[config.mk]
export PLATFORM = sky130hd
export DESIGN_NAME = addsub_op_stream_flat
export DESIGN_NICKNAME = d
export VERILOG_FILES = /design/src/rtl/addsub_pkg.sv /design/src/rtl/addsub_op_stream_if.sv /design/src/rtl/addsub_core.sv /design/src/rtl/addsub_op_stream.sv /design/src/flat_wrapper.sv
export SDC_FILE = /design/constraint.sdc
export NUM_CORES = 1
export LEC_CHECK = 0
export ABC_AREA = 1
export BUFFER_PORTS_ARGS = -buffer_cell sky130_fd_sc_hd__buf_2
export CAP_MARGIN = 40
export CORE_MARGIN = 2
export CORE_UTILIZATION = 62
export CTS_CLUSTER_DIAMETER = 30
export CTS_CLUSTER_SIZE = 20
export DETAILED_ROUTE_END_ITERATION = 6
export PLACE_DENSITY = 0.88
export SLEW_MARGIN = 40
export SYNTH_ARGS = -nofsm -noshare
export SYNTH_HDL_FRONTEND = slang
export SYNTH_SLANG_ARGS = --single-unit
[constraint.sdc]
create_clock -name clk -period 5.5 [get_ports clk]
set_clock_uncertainty 0.05 [all_clocks]
set_input_delay 0.55 -clock clk [delete_from_list [all_inputs] [get_ports clk]]
set_output_delay 0.55 -clock clk [all_outputs]
set_load 0.005 [all_outputs]
[src/rtl/addsub_pkg.sv]
// addsub_pkg: shared operand width, output-stage states and command layout for addsub_op_stream.
package addsub_pkg;
    localparam int DEF_W = 4;
    typedef enum logic {OUT_EMPTY, OUT_FULL} out_state_t;
    typedef struct packed {
        logic [DEF_W-1:0] a;
        logic [DEF_W-1:0] b;
        logic             sub;
    } cmd_t;
endpackage

[src/rtl/addsub_op_stream_if.sv]
// addsub_op_stream_if: command and result handshakes of addsub_op_stream.
interface addsub_op_stream_if #(parameter int W = addsub_pkg::DEF_W);
    logic         in_valid;
    logic         in_ready;
    logic [W-1:0] in_a;
    logic [W-1:0] in_b;
    logic         in_sub;
    logic         out_valid;
    logic         out_ready;
    logic [W:0]   out_result;
    logic         out_ovf;
    modport master (
        output in_valid, in_a, in_b, in_sub, out_ready,
        input  in_ready, out_valid, out_result, out_ovf
    );
    modport slave (
        input  in_valid, in_a, in_b, in_sub, out_ready,
        output in_ready, out_valid, out_result, out_ovf
    );
endinterface

[src/rtl/addsub_core.sv]
// addsub_core: combinational signed W-bit add/sub with an exact W+1-bit result and W-bit overflow flag.
module addsub_core #(
    parameter int W = addsub_pkg::DEF_W
) (
    input  logic [W-1:0] a,
    input  logic [W-1:0] b,
    input  logic         sub,
    output logic [W:0]   sum,
    output logic         ovf
);
    logic [W:0] ax;
    logic [W:0] bx;
    // subtraction reuses the adder: invert b and inject sub as carry-in
    assign ax  = {a[W-1], a};
    assign bx  = {b[W-1], b} ^ {(W+1){sub}};
    assign sum = ax + bx + {{W{1'b0}}, sub};
    assign ovf = sum[W] ^ sum[W-1];
endmodule

[src/rtl/addsub_op_stream.sv]
// addsub_op_stream: FIFO-buffered signed add/sub stream with registered, handshaked results.
// Optional ADDSUB_STICKY_OVF_EN adds ovf_clr / sticky_ovf.
module addsub_op_stream
    import addsub_pkg::*;
#(
    parameter int W     = DEF_W,
    parameter int DEPTH = 4
) (
    input  logic                     clk,
    input  logic                     rst,
    addsub_op_stream_if.slave        bus,
`ifdef ADDSUB_STICKY_OVF_EN
    input  logic                     ovf_clr,
    output logic                     sticky_ovf,
`endif
    output logic                     busy,
    output logic [7:0]               op_count
);
    localparam int AW = $clog2(DEPTH);
    localparam logic [AW:0] CAP = (AW+1)'(DEPTH);

    cmd_t         mem [DEPTH];
    logic [AW-1:0] wp, rp;
    logic [AW:0]  cnt;
    logic         full, empty, push, pop, take;
    logic [W:0]   sum, result;
    logic         sum_ovf, ovf;
    cmd_t         head;
    out_state_t   state, nstate;

    assign full  = cnt == CAP;
    assign empty = cnt == '0;
    assign push  = bus.in_valid && !full;
    assign pop   = !empty && (!bus.out_valid || bus.out_ready);
    assign take  = bus.out_valid && bus.out_ready;
    assign head  = mem[rp];

    assign bus.in_ready   = !full;
    assign bus.out_valid  = state == OUT_FULL;
    assign bus.out_result = result;
    assign bus.out_ovf    = ovf;
    assign busy           = !empty || bus.out_valid;

    addsub_core #(.W(W)) u_core (
        .a   (head.a),
        .b   (head.b),
        .sub (head.sub),
        .sum (sum),
        .ovf (sum_ovf)
    );

    // storage needs no reset: only entries between rp and wp are ever read
    always_ff @(posedge clk) begin
        if (push) mem[wp] <= '{a: bus.in_a, b: bus.in_b, sub: bus.in_sub};
    end

    always_ff @(posedge clk) begin
        if (rst) begin
            wp  <= '0;
            rp  <= '0;
            cnt <= '0;
        end else begin
            if (push) wp <= wp + 1'b1;
            if (pop) rp <= rp + 1'b1;
            cnt <= cnt + {{AW{1'b0}}, push} - {{AW{1'b0}}, pop};
        end
    end

    always_comb begin
        nstate = state;
        nstate = pop ? OUT_FULL : (bus.out_ready ? OUT_EMPTY : state);
    end

    always_ff @(posedge clk) begin
        if (rst) begin
            state    <= OUT_EMPTY;
            result   <= '0;
            ovf      <= 1'b0;
            op_count <= '0;
        end else begin
            state <= nstate;
            if (pop) begin
                result <= sum;
                ovf    <= sum_ovf;
            end
            if (take) op_count <= op_count + 8'd1;
        end
    end

`ifdef ADDSUB_STICKY_OVF_EN
    // set beats clear when both happen in one cycle
    always_ff @(posedge clk) begin
        if (rst) sticky_ovf <= 1'b0;
        else if (take && ovf) sticky_ovf <= 1'b1;
        else if (ovf_clr) sticky_ovf <= 1'b0;
    end
`endif
endmodule
[src/flat_wrapper.sv]
// flat-port wrapper written by rule: the top's interface ports become plain ports
module addsub_op_stream_flat import addsub_pkg::*;
#(
    parameter int W     = DEF_W,
    parameter int DEPTH = 4
)
  (clk, rst, busy, op_count, bus_in_valid, bus_in_a, bus_in_b, bus_in_sub, bus_out_ready, bus_in_ready, bus_out_valid, bus_out_result, bus_out_ovf);
  addsub_op_stream_if #(.W(W)) bus_i ();
  input  logic clk;
  input  logic rst;
  output logic busy;
  output logic [7:0] op_count;
  input wire logic [$bits(bus_i.in_valid)-1:0] bus_in_valid;
  input wire logic [$bits(bus_i.in_a)-1:0] bus_in_a;
  input wire logic [$bits(bus_i.in_b)-1:0] bus_in_b;
  input wire logic [$bits(bus_i.in_sub)-1:0] bus_in_sub;
  input wire logic [$bits(bus_i.out_ready)-1:0] bus_out_ready;
  output wire logic [$bits(bus_i.in_ready)-1:0] bus_in_ready;
  output wire logic [$bits(bus_i.out_valid)-1:0] bus_out_valid;
  output wire logic [$bits(bus_i.out_result)-1:0] bus_out_result;
  output wire logic [$bits(bus_i.out_ovf)-1:0] bus_out_ovf;
  assign bus_i.in_valid = bus_in_valid;
  assign bus_i.in_a = bus_in_a;
  assign bus_i.in_b = bus_in_b;
  assign bus_i.in_sub = bus_in_sub;
  assign bus_i.out_ready = bus_out_ready;
  assign bus_in_ready = bus_i.in_ready;
  assign bus_out_valid = bus_i.out_valid;
  assign bus_out_result = bus_i.out_result;
  assign bus_out_ovf = bus_i.out_ovf;
  addsub_op_stream #(.W(W), .DEPTH(DEPTH)) u_core (.clk(clk), .rst(rst), .bus(bus_i), .busy(busy), .op_count(op_count));
endmodule
; Word level (Yosys, flattened, before mapping)
; Memory sizes are Yosys's and may differ from the RTL's. A register that Yosys moved wholly into a read port is not among the register bits.
; Index checks and enable logic that the tools add are counted.
[classes]
muxes = 6
n_addsub = 7
reduce_logical = 10
bitwise_logic = 2
eq_ne = 1
[op_table]
columns = operator, count
row1 = adder 8 x 1 -> 8 bit (second input constant), 1
row2 = adder 5 x 1 -> 5 bit, 1
row3 = adder 5 bit, 1
row4 = bitwise XOR 5 bit, 1
row5 = adder 2 x 1 -> 2 bit (second input constant), 2
row6 = two-way mux 1 bit, 4
row7 = two-way mux 2 bit, 2
row8 = adder 3 x 1 -> 3 bit, 1
row9 = equality test 3 bit (second input constant), 1
row10 = logical AND 1 bit, 3
row11 = logical NOT 1 bit, 3
row12 = logical NOT 3 bit, 1
row13 = subtractor 3 x 1 -> 3 bit, 1
row14 = logical OR 1 bit, 2
row15 = nonzero test 2 bit, 1
row16 = bitwise XOR 1 bit, 1
[totals]
ram_bits = 36
mem_count = 1
reg_bits = 22
in_bits = 13
[memory_table]
columns = memory, words, width, rd, rd_ports_with_merged_regs, wr, line
row1 = u_core.mem, 4, 9, 1, 1, 1, addsub_op_stream.sv:22  ; cmd_t mem [DEPTH];

; Longest topological paths before layout
[logic_depth]
ltp_word = 5
ltp_mapped = 16

; Modules after synthesis
; Synthesis repeated with hierarchy kept, for this count alone.
[hier_totals]
cells_unflattened = 275
area_unflattened_um2 = 2677.6
[by_module_without_submodules]
columns = mod, cells_each, area_per_inst_um2, seq_area_each_um2, instances
row1 = addsub_op_stream, 242, 2457.4, 1561.5, 1
row2 = addsub_core, 33, 220.2, 0.0, 1

; Worst setup path after synthesis
; No wires, ideal clock.
[synth_timing]
path_kind = input to register
from = input bus_out_ready
to = register u_core.cnt[2]
setup_time_ns = 0.115
setup_slack_ns = 3.311
path_buffers = 1
t_arrival_ns = 2.025
path_stages = 9
path_cell_list = nor2_1 > nor2_2 > buf_4 > ha_1 > inv_1 > ha_1 > fa_1 > xnor2_1 > nor2_1
[synth_between]
elab_chain_len = 3
[synth_lines]
columns = element, line
row1 = start: declaration, flat_wrapper.sv:17  ; input wire logic [$bits(bus_i.out_ready)-1:0] bus_out_ready;
row2 = logical OR 1 bit, addsub_op_stream.sv:34  ; assign pop = !empty && (!bus.out_valid || bus.out_ready);
row3 = logical AND 1 bit, addsub_op_stream.sv:34
row4 = subtractor 3 x 1 -> 3 bit, addsub_op_stream.sv:65  ; cnt <= cnt + {{AW{1'b0}}, push} - {{AW{1'b0}}, pop};
row5 = end signal: assignment, addsub_op_stream.sv:65
row6 = end: declaration, addsub_op_stream.sv:24  ; logic [AW:0] cnt;
; No other way between the ends.
; A chain may end at the register's enable or synchronous reset.

==> results.sh <==
export IMPL_maxCapViolCount=0
export IMPL_async_flop_share=0
export IMPL_routed_via_density=5.29
export IMPL_cts_resized=0
export IMPL_timing_final_crit_share=0.482
export IMPL_cp_max_fo=19
export IMPL_synthCells=264
export IMPL_period_needed_ps=2650
export IMPL_clock_sinks=60
export IMPL_dr_total_vias=1867
export IMPL_initial_core_util=0.654
export IMPL_final_antenna_net_count=0
export IMPL_finalMaxSlewViolations=0
export IMPL_ys_warn_count=0
export IMPL_p_sw_frac=0.393
export IMPL_port_buffers=29
export IMPL_drc=0
export IMPL_syn_cell_area_sq_mm=0.00267
export IMPL_cp_common_cell="nand2_1"
export IMPL_placed_area_sq_mm=0.00284
export IMPL_antenna_found_initial=0
export IMPL_p_clk_frac=0.207
export IMPL_cts_root_buffer="clkbuf_8"
export IMPL_cts_tree="done"
export IMPL_power_frac_comb=0.446
export IMPL_crit_required_ps=5730
export IMPL_synth_seq_cells=60
export IMPL_design_area_sq_mm=0.00304
export IMPL_die_h_microns=69.6
export IMPL_p_leak_nw=1.29
export IMPL_post_cts_buffers=0
export IMPL_rsz0062_at_grt="no"
export IMPL_slowest_stage="dfxtp_1"
export IMPL_io_pins=30
export IMPL_cts_hold_buf=0
export IMPL_ys_flop_type="edfxtp_1"
export IMPL_setup_violations=0
export IMPL_area_growth_pct=13.7
export IMPL_dp_hpwl_mm=3.11
export IMPL_max_slew_worst_pin_slew_ps=777
export IMPL_seqPwrFrac=0.347
export IMPL_place_congestion=0.727
export IMPL_ir_drop_v=0.000328
export IMPL_cts_buffers=9
export IMPL_grt_max_degree=20
export IMPL_power_internal_w=0.00108
export IMPL_wire_per_inst_microns=12.7
export IMPL_clkLatencyLatePin_ps=340
export IMPL_p_sw_w=0.000698
export IMPL_min_path_type="input pin to register"
export IMPL_status="finished clean"
export IMPL_fin_total_pwr_w=0.00178
export IMPL_dieArea_sq_mm=0.00485
export IMPL_critical_path_cell_chain="inv_8 > nand2_1 > nand3_1 > nand2_2 > inv_1 > xor2_1 > fa_1 > nand2_1 > nand3_1 > nand2_1 > nor2_1 > inv_1 > nand3_2 > a21oi_2"
export IMPL_antenna_cells=0
export IMPL_synth_edf_count=36
export IMPL_wl_mm=4.48
export IMPL_final_setup_tns_ps=0
export IMPL_crit_path_start_kind="register"
export IMPL_grt_total_usage=0.210
export IMPL_drt_iter0_markers=88
export IMPL_worst_setup_path_type="register to register"
export IMPL_postSynthAreaPerCell_sq_um=10.1
export IMPL_timing_hold_ws_ps=372
export IMPL_coreArea_sq_mm=0.00409
export IMPL_max_freq_ghz=0.378
export IMPL_seq_area_frac_synth=0.585
export IMPL_clk_pin_slew_ps=60
export IMPL_layout_commonest_cell="edfxtp_1"
export IMPL_nets=323
export IMPL_htree_levels=3
export IMPL_crit_arrival_ps=2880
export IMPL_synthesis_nets=289
export IMPL_ys_types=30
export IMPL_grt_overflow=0
export IMPL_max_clock_path_buffers=2
export IMPL_p_per_area_mw_per_mm2=585
export IMPL_slowest_delay_ps=760
export IMPL_layoutNonFillerInstCount=353
export IMPL_layout_common_cells="edfxtp_1, nand2_1, nor2_1"
export IMPL_place_inst=337
export IMPL_grt_pass1_wl_mm=7.69
export IMPL_final_layout_size_suffix_gt1_frac=0.224
export IMPL_cp_end_kind="register"
export IMPL_final_hold_viol_count=0
export IMPL_grt_pass1_vias=1758
export IMPL_firstDrtPassIters=4
export IMPL_row_count=23
export IMPL_die_w_microns=69.6
export IMPL_relSlewSlack=0.480
[layer usage]
metal / share of wire / GRT usage / vias to the layer above
li1: - / - / 942
met1: 0.44 / 0.248 / 854
met2: 0.46 / 0.341 / 61
met3: 0.069 / 0.0785 / 10
met4: 0.023 / 0.103 / 0
met5: 0 / 0 / -
[power by group through the flow]
| stage | sequential (W) | clock (W) | combinational (W) |
|---|---|---|---|
| final | 0.000616 | 0.000368 | 0.000792 |
| after global routing | 0.000626 | 0.000402 | 0.000910 |
| after CTS | 0.000616 | 0.000378 | 0.000792 |
| after detailed placement | 0.000624 | 0 | 0.000784 |
| after global placement | 0.000622 | 0 | 0.000754 |
| after floorplan | 0.000595 | 0 | 0.000676 |
[sequential cells by signal, summed over array words and instances, names as in the netlist, named ones only]
name / flops
u_core.wp: 2
u_core.cnt: 3
u_core.bus.out_result: 5
u_core.bus.out_ovf: 1
u_core.rp: 2
u_core.bus.out_valid: 1
u_core.op_count: 8
u_core.mem: 36
[layout make-up]
type / instances / area [sq um]
inverters: 32 / 129
multi-input cells: 166 / 948
fillers: 275 / 1050
flip-flops and latches: 60 / 1560
repair buffers: 29 / 145
well taps: 50 / 62.6
clock inverters: 1 / 5.00
clock buffers: 15 / 186
[per-stage QoR]
step / util / worst slack (ps)
detailed placement: 0.695 / 2880
CTS: 0.742 / 2870
global placement: 0.695 / 3020
global route: 0.743 / 2650
floorplan: - / 3310
finish: 0.743 / 2850
[kinds of logic (layout without fill, tap and decap cells)]
| group | after synthesis | count (layout) | synth area share |
|---|---|---|---|
| fa+ha+maj | 12 | 12 | 0.0618 |
| buf+inv | 38 | 77 | 0.0632 |
| compound gates | 45 | 45 | 0.0885 |
| flops | 60 | 60 | 0.585 |
| simple gates | 102 | 102 | 0.179 |
| xor+xnor | 7 | 7 | 0.0230 |
[path summary, 6_finish.rpt]
kind / to / slack, ps / from / cells past startpoint
max: u_core.bus.out_ovf$_SDFFE_PP0P_ / 2850 / register / 14
min: u_core.mem[3][3]$_DFFE_PP_ / 370 / bus_in_b[2] / 1
max reg2reg: u_core.bus.out_ovf$_SDFFE_PP0P_ / 2850 / register / 14
min reg2reg: u_core.op_count[7]$_SDFFE_PP0P_ / 400 / u_core.op_count[7]$_SDFFE_PP0P_ / 1
[cells in the mapped netlist (all sizes together), types with 2 or more instances]
library cell,n,area [sq um]
a21oi,13,68.8
fa,2,40.0
nand3,14,95.1
inv,31,124
buf,5,36.3
xor2,3,26.3
o21ai,26,130
nor3,2,10.0
ha,10,125
nor2,38,148
xnor2,4,35.0
dfxtp,24,480
o22ai,6,37.5
edfxtp,36,1080
nand2,45,206
[worst max-delay path, delay by kind of cell (launching register included)]
kind            cells  cell delay [ps]
xor+xnor            1              200
compound gates      1              130
buf+inv             3              300
flops               1              760
simple gates        8              680
fa+ha+maj           1              470
No activity file was read; power rests on OpenSTA's default activity.
